$ cat src/rtl/lut_conf_pkg.sv
// lut_conf_pkg: shared types and constants for the LUT configuration writer.
//   conf_state_t : writer FSM states
//   total_bits() : number of config bits in one frame for a chain
//   CRC_POLY     : CRC-8 generator polynomial (x^8 + x^2 + x + 1)
package lut_conf_pkg;

    typedef enum logic [1:0] {
        IDLE,
        WAIT,
        SHIFT,
        COMMIT
    } conf_state_t;

    localparam logic [7:0] CRC_POLY = 8'h07;

    function automatic int total_bits(input int inputs, input int chain_len);
        return chain_len * (1 << inputs);
    endfunction

endpackage

$ cat src/rtl/lut_conf_crc8.sv
// lut_conf_crc8: serial CRC-8 (MSB-first feedback) over the bits shifted into the chain.
//   clock, reset : clock and asynchronous active-high reset
//   clr_i        : clear the CRC to 0x00 (frame start)
//   en_i         : fold bit_i into the CRC this cycle
//   bit_i        : serial data bit
//   crc_o        : current CRC value (registered)
// Only built when LUT_CONF_CRC_EN is defined.
`ifdef LUT_CONF_CRC_EN
module lut_conf_crc8
    import lut_conf_pkg::*;
(
    input  logic       clock,
    input  logic       reset,
    input  logic       clr_i,
    input  logic       en_i,
    input  logic       bit_i,
    output logic [7:0] crc_o
);

    logic [7:0] crc_q;
    logic [7:0] crc_d;
    logic       fb;

    assign fb    = crc_q[7] ^ bit_i;
    assign crc_d = clr_i ? 8'h00 :
                   en_i  ? ({crc_q[6:0], 1'b0} ^ (fb ? CRC_POLY : 8'h00)) : crc_q;

    always_ff @(posedge clock or posedge reset) begin
        if (reset) crc_q <= 8'h00;
        else       crc_q <= crc_d;
    end

    assign crc_o = crc_q;

endmodule
`endif

$ cat src/rtl/lut_conf_writer.sv
// lut_conf_writer: byte stream to serial LUT configuration chain writer.
//   clock, reset  : clock and asynchronous active-high reset
//   start         : begin a frame (honoured only when idle)
//   conf_data     : configuration byte, bits shifted out LSB first
//   conf_valid    : conf_data is valid
//   conf_ready    : a byte is accepted this cycle
//   chain_bit     : serial data to the chain head
//   chain_shift   : chain captures chain_bit when high
//   chain_commit  : one-cycle strobe after the last bit of a frame
//   busy          : a frame is in progress
//   crc           : CRC-8 of the shifted bits (only with LUT_CONF_CRC_EN)
// Optional feature macro: LUT_CONF_CRC_EN.
module lut_conf_writer
    import lut_conf_pkg::*;
#(
    parameter int INPUTS    = 2,
    parameter int CHAIN_LEN = 1
) (
    input  logic       clock,
    input  logic       reset,
    input  logic       start,
    input  logic [7:0] conf_data,
    input  logic       conf_valid,
    output logic       conf_ready,
    output logic       chain_bit,
    output logic       chain_shift,
    output logic       chain_commit,
    output logic       busy
`ifdef LUT_CONF_CRC_EN
    ,
    output logic [7:0] crc
`endif
);

    localparam int TOTAL = total_bits(INPUTS, CHAIN_LEN);
    localparam int CW    = $clog2(TOTAL + 1);
    // remaining counter widened to at least 4 bits so it can be compared against 8
    localparam int RW    = (CW < 4) ? 4 : CW;

    conf_state_t   state_q;
    logic [CW-1:0] rem_q;
    logic [3:0]    burst_q;
    logic [7:0]    shreg_q;
    logic          ready_q;
    logic          bit_q;
    logic          shift_q;
    logic          commit_q;
    logic          busy_q;
    logic [RW-1:0] rem_x;
    logic [3:0]    burst_d;

    assign rem_x   = RW'(rem_q);
    assign burst_d = (rem_x >= RW'(8)) ? 4'd8 : rem_x[3:0];

    // Outputs are registered from the next state, so each output already
    // reflects the state the FSM is entering.
    always_ff @(posedge clock or posedge reset) begin
        if (reset) begin
            state_q  <= IDLE;
            rem_q    <= '0;
            burst_q  <= '0;
            shreg_q  <= '0;
            ready_q  <= 1'b0;
            bit_q    <= 1'b0;
            shift_q  <= 1'b0;
            commit_q <= 1'b0;
            busy_q   <= 1'b0;
        end else begin
            case (state_q)
                IDLE: begin
                    if (start) begin
                        rem_q   <= CW'(TOTAL);
                        ready_q <= 1'b1;
                        busy_q  <= 1'b1;
                        state_q <= WAIT;
                    end
                end
                WAIT: begin
                    if (conf_valid && ready_q) begin
                        shreg_q <= conf_data;
                        burst_q <= burst_d;
                        ready_q <= 1'b0;
                        shift_q <= 1'b1;
                        bit_q   <= conf_data[0];
                        state_q <= SHIFT;
                    end
                end
                SHIFT: begin
                    shreg_q <= shreg_q >> 1;
                    rem_q   <= rem_q - CW'(1);
                    burst_q <= burst_q - 4'd1;
                    if (burst_q == 4'd1) begin
                        shift_q <= 1'b0;
                        bit_q   <= 1'b0;
                        if (rem_q == CW'(1)) begin
                            commit_q <= 1'b1;
                            state_q  <= COMMIT;
                        end else begin
                            ready_q <= 1'b1;
                            state_q <= WAIT;
                        end
                    end else begin
                        // next bit to present is the one after the current LSB
                        bit_q <= shreg_q[1];
                    end
                end
                COMMIT: begin
                    commit_q <= 1'b0;
                    busy_q   <= 1'b0;
                    state_q  <= IDLE;
                end
                default: state_q <= IDLE;
            endcase
        end
    end

    assign conf_ready   = ready_q;
    assign chain_bit    = bit_q;
    assign chain_shift  = shift_q;
    assign chain_commit = commit_q;
    assign busy         = busy_q;

`ifdef LUT_CONF_CRC_EN
    lut_conf_crc8 u_crc (
        .clock (clock),
        .reset (reset),
        .clr_i (state_q == IDLE && start),
        .en_i  (shift_q),
        .bit_i (bit_q),
        .crc_o (crc)
    );
`endif

endmodule

$ cat config.mk
export PLATFORM = sky130hd
export DESIGN_NAME = lut_conf_writer
export DESIGN_NICKNAME = d
export VERILOG_FILES = /design/src/rtl/lut_conf_pkg.sv /design/src/rtl/lut_conf_crc8.sv /design/src/rtl/lut_conf_writer.sv
export SDC_FILE = /design/constraint.sdc
export NUM_CORES = 1
export LEC_CHECK = 0
export ABC_AREA = 1
export ABC_CLOCK_PERIOD_IN_PS = 1400
export CELL_PAD_IN_SITES_DETAIL_PLACEMENT = 2
export CELL_PAD_IN_SITES_GLOBAL_PLACEMENT = 2
export CORE_ASPECT_RATIO = 1.4
export CORE_MARGIN = 2
export CORE_UTILIZATION = 32
export DETAILED_ROUTE_END_ITERATION = 6
export PLACE_DENSITY = 0.88
export SLEW_MARGIN = 20
export SYNTH_ARGS = -nofsm -noshare
export SYNTH_HDL_FRONTEND = slang
export SYNTH_SLANG_ARGS = --single-unit
$ cat constraint.sdc
create_clock -name clock -period 1.4 [get_ports clock]
set_input_delay 0.21 -clock clock [delete_from_list [all_inputs] [get_ports clock]]
set_output_delay 0.21 -clock clock [all_outputs]
set_load 0.01 [all_outputs]
==> flow_metrics.env, run 1 <==
export IMPL_detailed_place_hpwl_mm=2.43
export IMPL_dieHeight_um=76.2
export IMPL_relSlewSlack_pct=76.5
export IMPL_ys_warn_count=0
export IMPL_placed_cells=200
export IMPL_hold_path_class="in -> async"
export IMPL_area_growth_pct=21.8
export IMPL_stdcell_count=204
export IMPL_place_area_um2=1380
export IMPL_grt_pass1_vias=1171
export IMPL_pre_cts_slack_ns=-0.0489
export IMPL_max_cap_viol_count=0
export IMPL_tightest_slew_ns=0.350
export IMPL_ys_seq_area_share_pct=44.1
export IMPL_fmaxAchievable_mhz=738
export IMPL_power_per_cell_area_nw_per_um2=2180
export IMPL_leakagePower_nw=0.697
export IMPL_syn_area_um2=1190
export IMPL_drtIter0Drc=15
export IMPL_clkTransAtPathRegs_ns=0.08
export IMPL_numPortBuffers=16
export IMPL_final_cell_mix="nand2_1 (40), dfrtp_1 (20), inv_1 (18)"
export IMPL_postLayoutSetupSlackWorst_ns=0.0443
export IMPL_crit_fanout=2
export IMPL_nets=179
export IMPL_path_delay_family="buffers and inverters"
export IMPL_synth_nets=157
export IMPL_outcome="completed"
export IMPL_antenna_found_initial=0
export IMPL_cts_buffer_depth=2
export IMPL_critPathMaxStageDelay_ns=0.54
export IMPL_cts_max_level=1
export IMPL_crit_chain="clkdlybuf4s50_1"
export IMPL_syn_area_per_cell_um2=8.45
export IMPL_grt_pass1_wl_mm=5.50
export IMPL_crit_slowest_cell="clkdlybuf4s50_1"
export IMPL_finish_instance_area_um2=1450
export IMPL_drive_above_1_share_pct=20.4
export IMPL_ant_nets=0
export IMPL_cts_buffers=3
export IMPL_end_kind="output port"
export IMPL_dr_total_vias=998
export IMPL_hold_slack_ns=0.285
export IMPL_rsz0062_at_grt="yes"
export IMPL_start_util_pct=33.0
export IMPL_wl_per_cell_um=15.2
export IMPL_post_route_period_util_pct=96.8
export IMPL_finalSetupViolations=0
export IMPL_ys_seq_elements=21
export IMPL_cts_root_buffer="clkbuf_8"
export IMPL_cp_arrival_ns=1.15
export IMPL_cts_sinks=21
export IMPL_drtPass1Iterations=2
export IMPL_die_x_um=55.6
export IMPL_cp_data_required_time_ns=1.19
export IMPL_grt_max_degree=22
export IMPL_period_minus_slack_ns=1.36
export IMPL_cts_tree="built"
export IMPL_die_area_um2=4230
export IMPL_ys_types=21
export IMPL_fin_worst_skew_ns=0.00179
export IMPL_hold_violations=0
export IMPL_fp_coreArea_um2=3610
export IMPL_layout_commonest_cell="nand2_1"
export IMPL_slew_violations=0
export IMPL_start_kind="flip-flop"
export IMPL_syn_inst=141
export IMPL_cp_num_buf_inv=1
export IMPL_place_congestion=0.819
export IMPL_grt_usage_pct=16.5
export IMPL_viasPerCell=4.89
export IMPL_criticalPathCategory="reg -> out"
export IMPL_antenna_cells=0
export IMPL_ctsHoldBuffers=0
export IMPL_remaining_drc_errors=0
export IMPL_io_pins=17
export IMPL_rows=26
export IMPL_post_route_util_pct=40.2
export IMPL_clkLatencyLatePin_ns=0.26
export IMPL_finalWirelength_mm=3.11
export IMPL_grt_overflow=0
export IMPL_peakVddDrop_uv=1050
## cells by family after synthesis
kind of cell,Yosys count,share of synthesized area (%)
and+or+nand+nor,68,26.6
AOI/OAI and AO/OA,24,14.2
adders and majority gates,4,4.20
buffers and inverters,24,10.9
DFF,21,44.1
## where the power goes
part	internal [W]	switching [W]	total, W
registers	0.000885	0.000190	0.00108
logic	0.000634	0.00105	0.00168
clock network	0.000198	0.000205	0.000404
total	0.00172	0.00144	0.00316
## worst paths after layout
path / from / to / slack [ns] / cells after the start
hold reg to reg: busy / busy / 0.49 / 2
setup reg to reg: state_q[1] / burst_q[0] / 0.10 / 6
min in group clock: busy / busy / 0.49 / 2
setup / recovery: chain_commit / chain_commit / 0.04 / 1
hold / removal: reset / state_q[0] / 0.29 / 3
max in group asynchronous: reset / state_q[1] / 0.88 / 3
## per-stage QoR
stage	power, W	TNS [ns]
after detailed placement	0.00277	-0.0489
after CTS	0.00320	0
after floorplan	0.00231	0
after global routing	0.00351	-0.000421
final	0.00316	0
after global placement	0.00261	-0.144
## per-layer routing
layer	share of wire [%]	up-vias	track usage [%]
li1	-	490	-
met1	39	482	18.3
met2	56	20	31.0
met3	2.9	6	2.04
met4	1.4	0	6.83
met5	0	-	0
## cells in the mapped netlist (all sizes together)
cell type | number | area share, %
dfrtp | 21 | 44
nor3 | 1 | 0.42
inv | 21 | 6.6
or2 | 1 | 0.53
buf | 3 | 4.3
nand2 | 45 | 16
o21ai | 22 | 13
o22ai | 1 | 0.53
o211ai | 1 | 0.63
nand4 | 1 | 0.53
nor2 | 6 | 2.7
nand3 | 14 | 6.3
ha | 4 | 4.2
## flip-flops by register name, indices dropped and copies added (netlist names)
| name | count |
|---|---|
| burst_q | 4 |
| busy | 1 |
| chain_bit | 1 |
| chain_commit | 1 |
| chain_shift | 1 |
| conf_ready | 1 |
| rem_q | 3 |
| shreg_q | 7 |
| state_q | 2 |
## repair_timing
item	in CTS	in global routing
resized for setup	1	9
setup buffers	0	0
endpoints found under the setup margin	1	9
pin swaps	0	1
cloned	0	0
## area by class of cell
cell class / instances / area [um2]
multi-input combinational: 96 / 544
sequential: 21 / 527
clock buffer: 3 / 41.3
inverter: 21 / 81.3
tap: 42 / 52.6
fill: 421 / 2160
clock inverter: 1 / 5.00
timing repair buffer: 20 / 200
(Power assumes the default switching activity.)
==> run 2, diff against run 1 <==
--- a/config.mk
+++ b/config.mk
@@ -12,6 +12,7 @@
 export CORE_ASPECT_RATIO = 1.4
 export CORE_MARGIN = 2
 export CORE_UTILIZATION = 32
+export CTS_CLUSTER_DIAMETER = 100
 export DETAILED_ROUTE_END_ITERATION = 6
 export PLACE_DENSITY = 0.88
 export SLEW_MARGIN = 20
==> results of run 2 <==
No change in the layout: final DEF, timing and power equal those of run 1.
==> run 3, diff against run 2 <==
--- a/config.mk
+++ b/config.mk
@@ -15,6 +15,7 @@
 export CTS_CLUSTER_DIAMETER = 100
 export DETAILED_ROUTE_END_ITERATION = 6
 export PLACE_DENSITY = 0.88
+export RECOVER_POWER = 25
 export SLEW_MARGIN = 20
 export SYNTH_ARGS = -nofsm -noshare
 export SYNTH_HDL_FRONTEND = slang
==> flow_metrics.env, run 3 (synthesis results as in run 1) <==
export IMPL_outcome="completed"
export IMPL_slew_violations=0
export IMPL_wl_per_cell_um=15.2
export IMPL_holdPathEnd="busy"
export IMPL_r2r_setup_slack_ns=0.10
export IMPL_place_area_um2=1380
export IMPL_finish_instance_area_um2=1450
export IMPL_fp_coreArea_um2=3610
export IMPL_clkTransAtPathRegs_ns=0.08
export IMPL_cts_max_level=1
export IMPL_final_cell_mix="nand2_1 (40), dfrtp_1 (20), inv_1 (18)"
export IMPL_cp_arrival_ns=1.15
export IMPL_crit_fanout=2
export IMPL_leakagePower_nw=0.697
export IMPL_max_cap_viol_count=0
export IMPL_post_route_util_pct=40.1
export IMPL_layout_commonest_cell="nand2_1"
export IMPL_largest_reg_flops=7
export IMPL_cts_setup_buffers=0
export IMPL_placed_cells=200
export IMPL_rsz0062_at_grt="yes"
export IMPL_criticalPathCategory="reg -> out"
export IMPL_grt_pass1_vias=1171
export IMPL_cp_num_buf_inv=1
export IMPL_clkLatencyLatePin_ns=0.26
export IMPL_start_util_pct=33.0
export IMPL_critPathMaxStageDelay_ns=0.54
export IMPL_crit_chain="clkdlybuf4s50_1"
export IMPL_cts_sinks=21
export IMPL_dr_total_vias=998
export IMPL_power_per_cell_area_nw_per_um2=2180
export IMPL_post_route_period_util_pct=96.8
export IMPL_cts_root_buffer="clkbuf_8"
export IMPL_reg_top3="shreg_q: 7 flops, burst_q: 4 flops, rem_q: 3 flops"
export IMPL_die_area_um2=4230
export IMPL_fmaxAchievable_mhz=738
export IMPL_cts_buffers=3
export IMPL_hold_slack_ns=0.494
export IMPL_rows=26
export IMPL_area_growth_pct=21.6
export IMPL_hold_depth=2
export IMPL_detailed_place_hpwl_mm=2.43
export IMPL_viasPerCell=4.89
export IMPL_period_minus_slack_ns=1.36
export IMPL_peakVddDrop_uv=1050
export IMPL_path_delay_family="buffers and inverters"
export IMPL_top_register="shreg_q"
export IMPL_hold_path_class="reg -> reg"
export IMPL_drtIter0Drc=15
export IMPL_drive_above_1_share_pct=20.4
export IMPL_antenna_cells=0
export IMPL_grt_pass1_wl_mm=5.50
export IMPL_grt_max_degree=22
export IMPL_end_kind="output port"
export IMPL_nets=179
export IMPL_tightest_slew_ns=0.537
export IMPL_hold_violations=0
export IMPL_worstRegToRegCells=6
export IMPL_fin_setup_tns_ns=0
export IMPL_ant_nets=0
export IMPL_start_kind="flip-flop"
export IMPL_place_congestion=0.819
export IMPL_antenna_found_initial=0
export IMPL_timing_rr_end="burst_q[0]"
export IMPL_fin_worst_skew_ns=0.00182
export IMPL_numPortBuffers=16
export IMPL_remaining_drc_errors=0
export IMPL_dieHeight_um=76.2
export IMPL_finalWirelength_mm=3.11
export IMPL_finalSetupViolations=0
export IMPL_cp_data_required_time_ns=1.19
export IMPL_die_x_um=55.6
export IMPL_stdcell_count=204
export IMPL_cts_tree="built"
export IMPL_grt_usage_pct=16.5
export IMPL_crit_slowest_cell="clkdlybuf4s50_1"
export IMPL_r2r_start="state_q[1]"
export IMPL_grt_overflow=0
export IMPL_worstHoldStart="busy"
export IMPL_io_pins=17
export IMPL_relSlewSlack_pct=64.2
export IMPL_drtPass1Iterations=2
export IMPL_cts_buffer_depth=2
==> run 3: changes by cell type in the layout (fill, tap and decap cells not counted), sizes merged <==
cell and delta:
buf -1, clkbuf +1, clkdlybuf4s50 -1, dlygate4sd3 +1
==> run 3: area by class of cell <==
class                      count  area [um2]
clock buffer                   3        41.3
clock inverter                 1        5.00
fill                         422        2160
inverter                      21        81.3
multi-input combinational     96         544
sequential                    21         527
tap                           42        52.6
timing repair buffer          20         198
==> run 3: timing repair <==
action                                  4_1_cts  5_1_grt
hold buffers                                  0        0
pin swaps                                     0        1
endpoints found under the setup margin        1        9
resized for setup                             1        9
==> run 3: per-layer routing <==
layer  part of all wire [%]  global-route usage [%]
met1                     39                    18.3
met2                     56                    31.0
met3                    2.9                    2.04
met4                    1.4                    6.83
met5                      0                       0
==> run 3: per-stage QoR <==
stage | setup slack, ns | total power (W)
CTS | 0.0130 | 0.00320
global placement | -0.0763 | 0.00261
detailed placement | -0.0489 | 0.00277
global route | -0.000421 | 0.00351
finish | 0.0442 | 0.00316
floorplan | 0.179 | 0.00231
==> run 3: worst max-delay path by stage <==
stage                     cells after the start         start      endpoint
after global routing                          6    state_q[1]    burst_q[0]
final                                         1  chain_commit  chain_commit
after floorplan                               6    state_q[0]   chain_shift
after CTS                                     1   chain_shift   chain_shift
after global placement                        5    conf_valid    burst_q[2]
after detailed placement                      5    conf_valid    burst_q[2]
==> run 3: power breakdown <==
part | internal [W] | switching [W]
Combinational | 0.000632 | 0.00105
Clock | 0.000198 | 0.000205
Sequential | 0.000885 | 0.000190
Total | 0.00172 | 0.00144
